--- config.mk ---
export PLATFORM = sky130hd
export DESIGN_NAME = rx_channel
export DESIGN_NICKNAME = d
export VERILOG_FILES = /design/src/rtl/rx_channel_pkg.sv /design/src/rtl/rx_channel_sync_fifo.sv /design/src/rtl/rx_channel.sv
export SDC_FILE = /design/constraint.sdc
export NUM_CORES = 1
export LEC_CHECK = 0
export CORE_AREA = 8 8 83 85
export CTS_BUF_LIST = sky130_fd_sc_hd__clkbuf_2 sky130_fd_sc_hd__clkbuf_4 sky130_fd_sc_hd__clkbuf_8
export CTS_CLUSTER_SIZE = 10
export DETAILED_ROUTE_END_ITERATION = 16
export DIE_AREA = 0 0 91 93
export HOLD_SLACK_MARGIN = 0.08
export PLACE_DENSITY = 0.76
export SYNTH_ARGS = -nofsm -noshare
export SYNTH_HDL_FRONTEND = slang
export SYNTH_SLANG_ARGS = --single-unit
--- constraint.sdc ---
create_clock -name clk -period 2.3 [get_ports clk]
set_input_delay 0.46 -clock clk [delete_from_list [all_inputs] [get_ports clk]]
set_output_delay 0.46 -clock clk [all_outputs]
set_load 0.05 [all_outputs]
--- src/rtl/rx_channel_pkg.sv ---
// Shared flit-geometry defines and the rx_channel package: handshake states,
// derived widths and a flit-field helper used by the channel and its FIFO.
`ifndef RX_CHANNEL_DEFINES
`define RX_CHANNEL_DEFINES
`define HDR_SZ     2
`define PL_SZ      10
`define ADDR_SZ    4
`define DIRECTIONS 5
`define RX_DEPTH   4
`endif

package rx_channel_pkg;

  localparam int unsigned RX_HDR_SZ  = `HDR_SZ;
  localparam int unsigned RX_PL_SZ   = `PL_SZ;
  localparam int unsigned RX_ADDR_SZ = `ADDR_SZ;
  localparam int unsigned RX_DIRS    = `DIRECTIONS;
  localparam int unsigned RX_DW      = RX_HDR_SZ + RX_PL_SZ + RX_ADDR_SZ;
  localparam int unsigned RX_DEPTH   = `RX_DEPTH;

  // Receiver side of the 4-phase link handshake.
  typedef enum logic {
    HS_IDLE = 1'b0,
    HS_ACK  = 1'b1
  } hs_state_e;

  // Destination address carried in the low bits of every flit.
  function automatic logic [RX_ADDR_SZ-1:0] flit_addr(input logic [RX_DW-1:0] flit);
    return flit[RX_ADDR_SZ-1:0];
  endfunction

endpackage

--- src/rtl/rx_channel_sync_fifo.sv ---
// First-word-fall-through synchronous FIFO: the head entry is presented
// combinationally, and over/underflowing requests are ignored.
module sync_fifo
  import rx_channel_pkg::*;
#(
  parameter int unsigned DEPTH = RX_DEPTH,
  parameter int unsigned DW    = RX_DW
) (
  input  logic                     clk,
  input  logic                     reset,
  input  logic                     wr_en,
  input  logic [DW-1:0]            din,
  input  logic                     rd_en,
  output logic [DW-1:0]            dout,
  output logic                     empty,
  output logic                     full,
  output logic [$clog2(DEPTH):0]   count
);

  localparam int unsigned AW = $clog2(DEPTH);
  localparam int unsigned CW = AW + 1;

  logic [DW-1:0] mem [DEPTH];
  logic [AW-1:0] wr_ptr;
  logic [AW-1:0] rd_ptr;
  logic [CW-1:0] count_q;
  logic          wr_fire;
  logic          rd_fire;

  assign empty   = (count_q == '0);
  assign full    = (count_q == CW'(DEPTH));
  assign wr_fire = wr_en && !full;
  assign rd_fire = rd_en && !empty;
  assign count   = count_q;

  // Storage is deliberately left out of reset; only the pointers qualify it.
  always_ff @(posedge clk) begin
    if (wr_fire) begin
      mem[wr_ptr] <= din;
    end
  end

  // DEPTH is a power of two, so natural pointer overflow is the mod-DEPTH wrap.
  always_ff @(posedge clk or posedge reset) begin
    if (reset) begin
      wr_ptr <= '0;
      rd_ptr <= '0;
    end else begin
      if (wr_fire) begin
        wr_ptr <= wr_ptr + AW'(1);
      end
      if (rd_fire) begin
        rd_ptr <= rd_ptr + AW'(1);
      end
    end
  end

  always_ff @(posedge clk or posedge reset) begin
    if (reset) begin
      count_q <= '0;
    end else begin
      unique case ({wr_fire, rd_fire})
        2'b10:   count_q <= count_q + CW'(1);
        2'b01:   count_q <= count_q - CW'(1);
        default: count_q <= count_q;
      endcase
    end
  end

  always_comb begin
    dout = '0;
    if (!empty) begin
      dout = mem[rd_ptr];
    end
  end

endmodule

--- src/rtl/rx_channel.sv ---
// Router input channel: terminates one 4-phase req/ack link and buffers
// received flits in a FWFT FIFO for the downstream routing logic.
module rx_channel
  import rx_channel_pkg::*;
#(
  parameter int unsigned DEPTH = `RX_DEPTH,
  parameter int unsigned DW    = `HDR_SZ + `PL_SZ + `ADDR_SZ
) (
  input  logic                     clk,
  input  logic                     reset,
  input  logic                     link_req,
  input  logic [DW-1:0]            link_data,
  output logic                     link_ack,
  output logic [DW-1:0]            item_out,
  output logic                     empty,
  input  logic                     read,
  output logic                     full,
  output logic [$clog2(DEPTH):0]   count
);

  hs_state_e state_q;
  hs_state_e state_d;
  logic      capture;

  always_ff @(posedge clk or posedge reset) begin
    if (reset) begin
      state_q <= HS_IDLE;
    end else begin
      state_q <= state_d;
    end
  end

  // Full is the registered FIFO flag, so a pop frees the slot one cycle later.
  always_comb begin
    state_d = state_q;
    unique case (state_q)
      HS_IDLE: if (link_req && !full) state_d = HS_ACK;
      HS_ACK:  if (!link_req)         state_d = HS_IDLE;
      default:                        state_d = HS_IDLE;
    endcase
  end

  always_comb begin
    link_ack = 1'b0;
    capture  = 1'b0;
    unique case (state_q)
      HS_IDLE: capture  = link_req && !full;
      HS_ACK:  link_ack = 1'b1;
      default: ;
    endcase
  end

  sync_fifo #(
    .DEPTH (DEPTH),
    .DW    (DW)
  ) u_fifo (
    .clk   (clk),
    .reset (reset),
    .wr_en (capture),
    .din   (link_data),
    .rd_en (read),
    .dout  (item_out),
    .empty (empty),
    .full  (full),
    .count (count)
  );

endmodule

==> impl_metrics.tcl <==
set metrics [dict create \
    powerDensity_mw_per_mm2 1500 \
    finalClockSkew_ps 10.1 \
    clk_latency_ps 340 \
    timing.final.ws_setup_ps 59.7 \
    hold_buffers 0 \
    io_pins 42 \
    yosys_warnings 0 \
    clk_pin_slew_ps 70 \
    max_freq_mhz 446 \
    postRouteAntennaNets 0 \
    ys_types 22 \
    grt_max_degree 19 \
    clk_path_buf_depth 2 \
    gp_congestion 0.717 \
    num-fill-cells 386 \
    crit_arrival_ps 1780 \
    synth_top_area_frac 0.637 \
    slew_headroom 0.649 \
    p_leak_nw 1.43 \
    clkSinkCount 72 \
    crit_type "reg2out" \
    hold_viol 0 \
    start_kind "flop" \
    cts_buffers 9 \
    synth_largest_area_cell "edfxtp_1" \
    overflow 0 \
    r2r_start "u_fifo.count[0]" \
    root_buffer "clkbuf_8" \
    dr_total_vias 1482 \
    hold_path.class "in2async" \
    dp.cells 266 \
    final_common_cell "edfxtp_1" \
    avgViaCountPerCell 5.22 \
    die_h_um 93 \
    die_w_um 91 \
    avgSynthCellArea_um2 21.1 \
    final_layout_size_suffix_gt1_frac 0.378 \
    grt_pass1_vias 1696 \
    drt_iter0_markers 123 \
    slew_violations 0 \
    portBuffers 41 \
    synth_seq_cells 72 \
    netlist_instances 143 \
    final_area_mm2 0.00385 \
    grt_first_pass_wirelength_um 8890 \
    dp_hpwl_um 3760 \
    placed_area_mm2 0.00355 \
    num_rows 28 \
    htreeDepth 3 \
    fin_cells 284 \
    core_area_mm2 0.00568 \
    period_share 0.974 \
    setup_viol 0 \
    antenna_found_initial 0 \
    period_needed_ps 2240 \
    initial_core_util 0.531 \
    r2r_end "u_fifo.count[2]" \
    status "completed" \
    wl_per_cell_um 19.8 \
    regArea_mm2 0.00213 \
    r2r_slack_ps 350 \
    pre_cts_slack_ps -3.36 \
    worstRegToRegCells 9 \
    endpoint_kind "primary output" \
    tightest_slew_ps 524 \
    wirelength_um 5620 \
    max_cap_violations 0 \
    n_antenna_cell 0 \
    syn-num-nets 169 \
    critPathMaxFanout 8 \
    required_ps 1840 \
    areaGrowthSynthToFinish_pct 27.6 \
    nNetsFinal 230 \
    irDropWorstVdd_v 0.00127 \
    grtUsageTotal 0.142 \
    synth.area.top_cells "edfxtp_1, mux4_1, dfrtp_1, mux4_2, nor2b_4" \
    mostFrequentLayoutCells "edfxtp_1, clkdlybuf4s50_1, buf_4" \
    multi_input_area_um2 793 \
    seq_area_frac_synth 0.704 \
    drc 0 \
    syn_area_mm2 0.00302 \
    dieArea_mm2 0.00846 \
    first_pass_iters 4 \
    tritoncts "built" \
]
## cell usage after synthesis
cell type / instances
xor2_1: 4
buf_2: 2
buf_6: 2
ha_1: 5
mux4_2: 8
nor2b_4: 8
mux2i_1: 1
buf_12: 1
and2_1: 4
dfrtp_1: 8
nor2_1: 2
mux4_1: 8
nor2b_1: 9
inv_1: 8
a21boi_0: 1
nand2_1: 1
nor3b_4: 2
xnor2_1: 2
fa_1: 1
mux2_2: 1
edfxtp_1: 64
nor3_4: 1
## logic make-up (layout without fill, tap and decap cells)
| group | after synthesis | in the layout | share of synthesized area |
|---|---|---|---|
| xor gates and xnor gates | 6 | 6 | 0.0174 |
| DFF | 72 | 72 | 0.704 |
| buffers and inverters | 13 | 79 | 0.0274 |
| muxes | 18 | 18 | 0.137 |
| adders and majority gates | 6 | 6 | 0.0274 |
| and+or+nand+nor | 27 | 27 | 0.0851 |
| AOI/OAI and AO/OA | 1 | 1 | 0.00249 |
## worst max-delay path: stages (launching register included)
cell	delay [ps]
dfrtp_2	430
clkbuf_16	190
mux4_2	500
nor2b_4	140
buf_4	190
## flip-flops by register name, indices dropped and copies added (netlist names)
name,flops
u_fifo.mem,64
u_fifo.count,3
u_fifo.rd_ptr,2
u_fifo.wr_ptr,2
state_q,1
## report_power, final
part / switching (mW) / internal [mW]
logic: 1.57 / 1.16
clock network: 0.432 / 0.822
registers: 0.151 / 1.65
## routing by layer
metal	vias up	wire [um]	global-route usage	part of all wire
met2	40	3000	0.246	0.53
met1	766	2270	0.150	0.40
met4	0	96	0.0696	0.017
met3	8	251	0.0521	0.045
li1	668	-	-	-
met5	-	0	0	0
## worst max-delay path by stage
| stage | slack [ps] | endpoint | depth (start not counted) | from |
|---|---|---|---|---|
| 2_1_floorplan | -110 | u_fifo.count[2] | 9 | u_fifo.count[2] |
| 3_3_place_gp | 100 | u_fifo.count[2] | 8 | read |
| 3_5_place_dp | -3 | u_fifo.count[2] | 8 | read |
| 4_1_cts | -2 | item_out[1] | 4 | u_fifo.rd_ptr[0] |
| 5_1_grt | -4 | item_out[8] | 4 | u_fifo.rd_ptr[0] |
| 6_report | 60 | item_out[8] | 4 | u_fifo.rd_ptr[0] |
## stage by stage
step | hold slack [ps] | setup TNS [ps] | utilization | total power [mW]
6_report | 375 | 0 | 0.678 | 5.78
5_1_grt | 402 | -4.47 | 0.678 | 6.03
3_5_place_dp | 524 | -3.36 | 0.625 | 4.40
2_1_floorplan | 275 | -113 | - | 3.68
4_1_cts | 370 | -1.68 | 0.680 | 5.84
3_3_place_gp | 511 | 0 | 0.625 | 4.32
## layout make-up
type / instances / share of cell area
Multi-Input combinational cell: 58 / 0.206
Clock buffer: 9 / 0.0322
Clock inverter: 7 / 0.0348
Timing Repair Buffer: 55 / 0.142
Tap cell: 75 / 0.0244
Inverter: 8 / 0.00780
Sequential cell: 72 / 0.553
## timing repair
item | in CTS | in global routing
resized for setup | 13 | 5
endpoints found under the hold margin | 0 | 0
endpoints found under the setup margin | 11 | 6
gates cloned | 1 | 0
setup buffers | 1 | 0
Power figures use the tool's default switching activity.
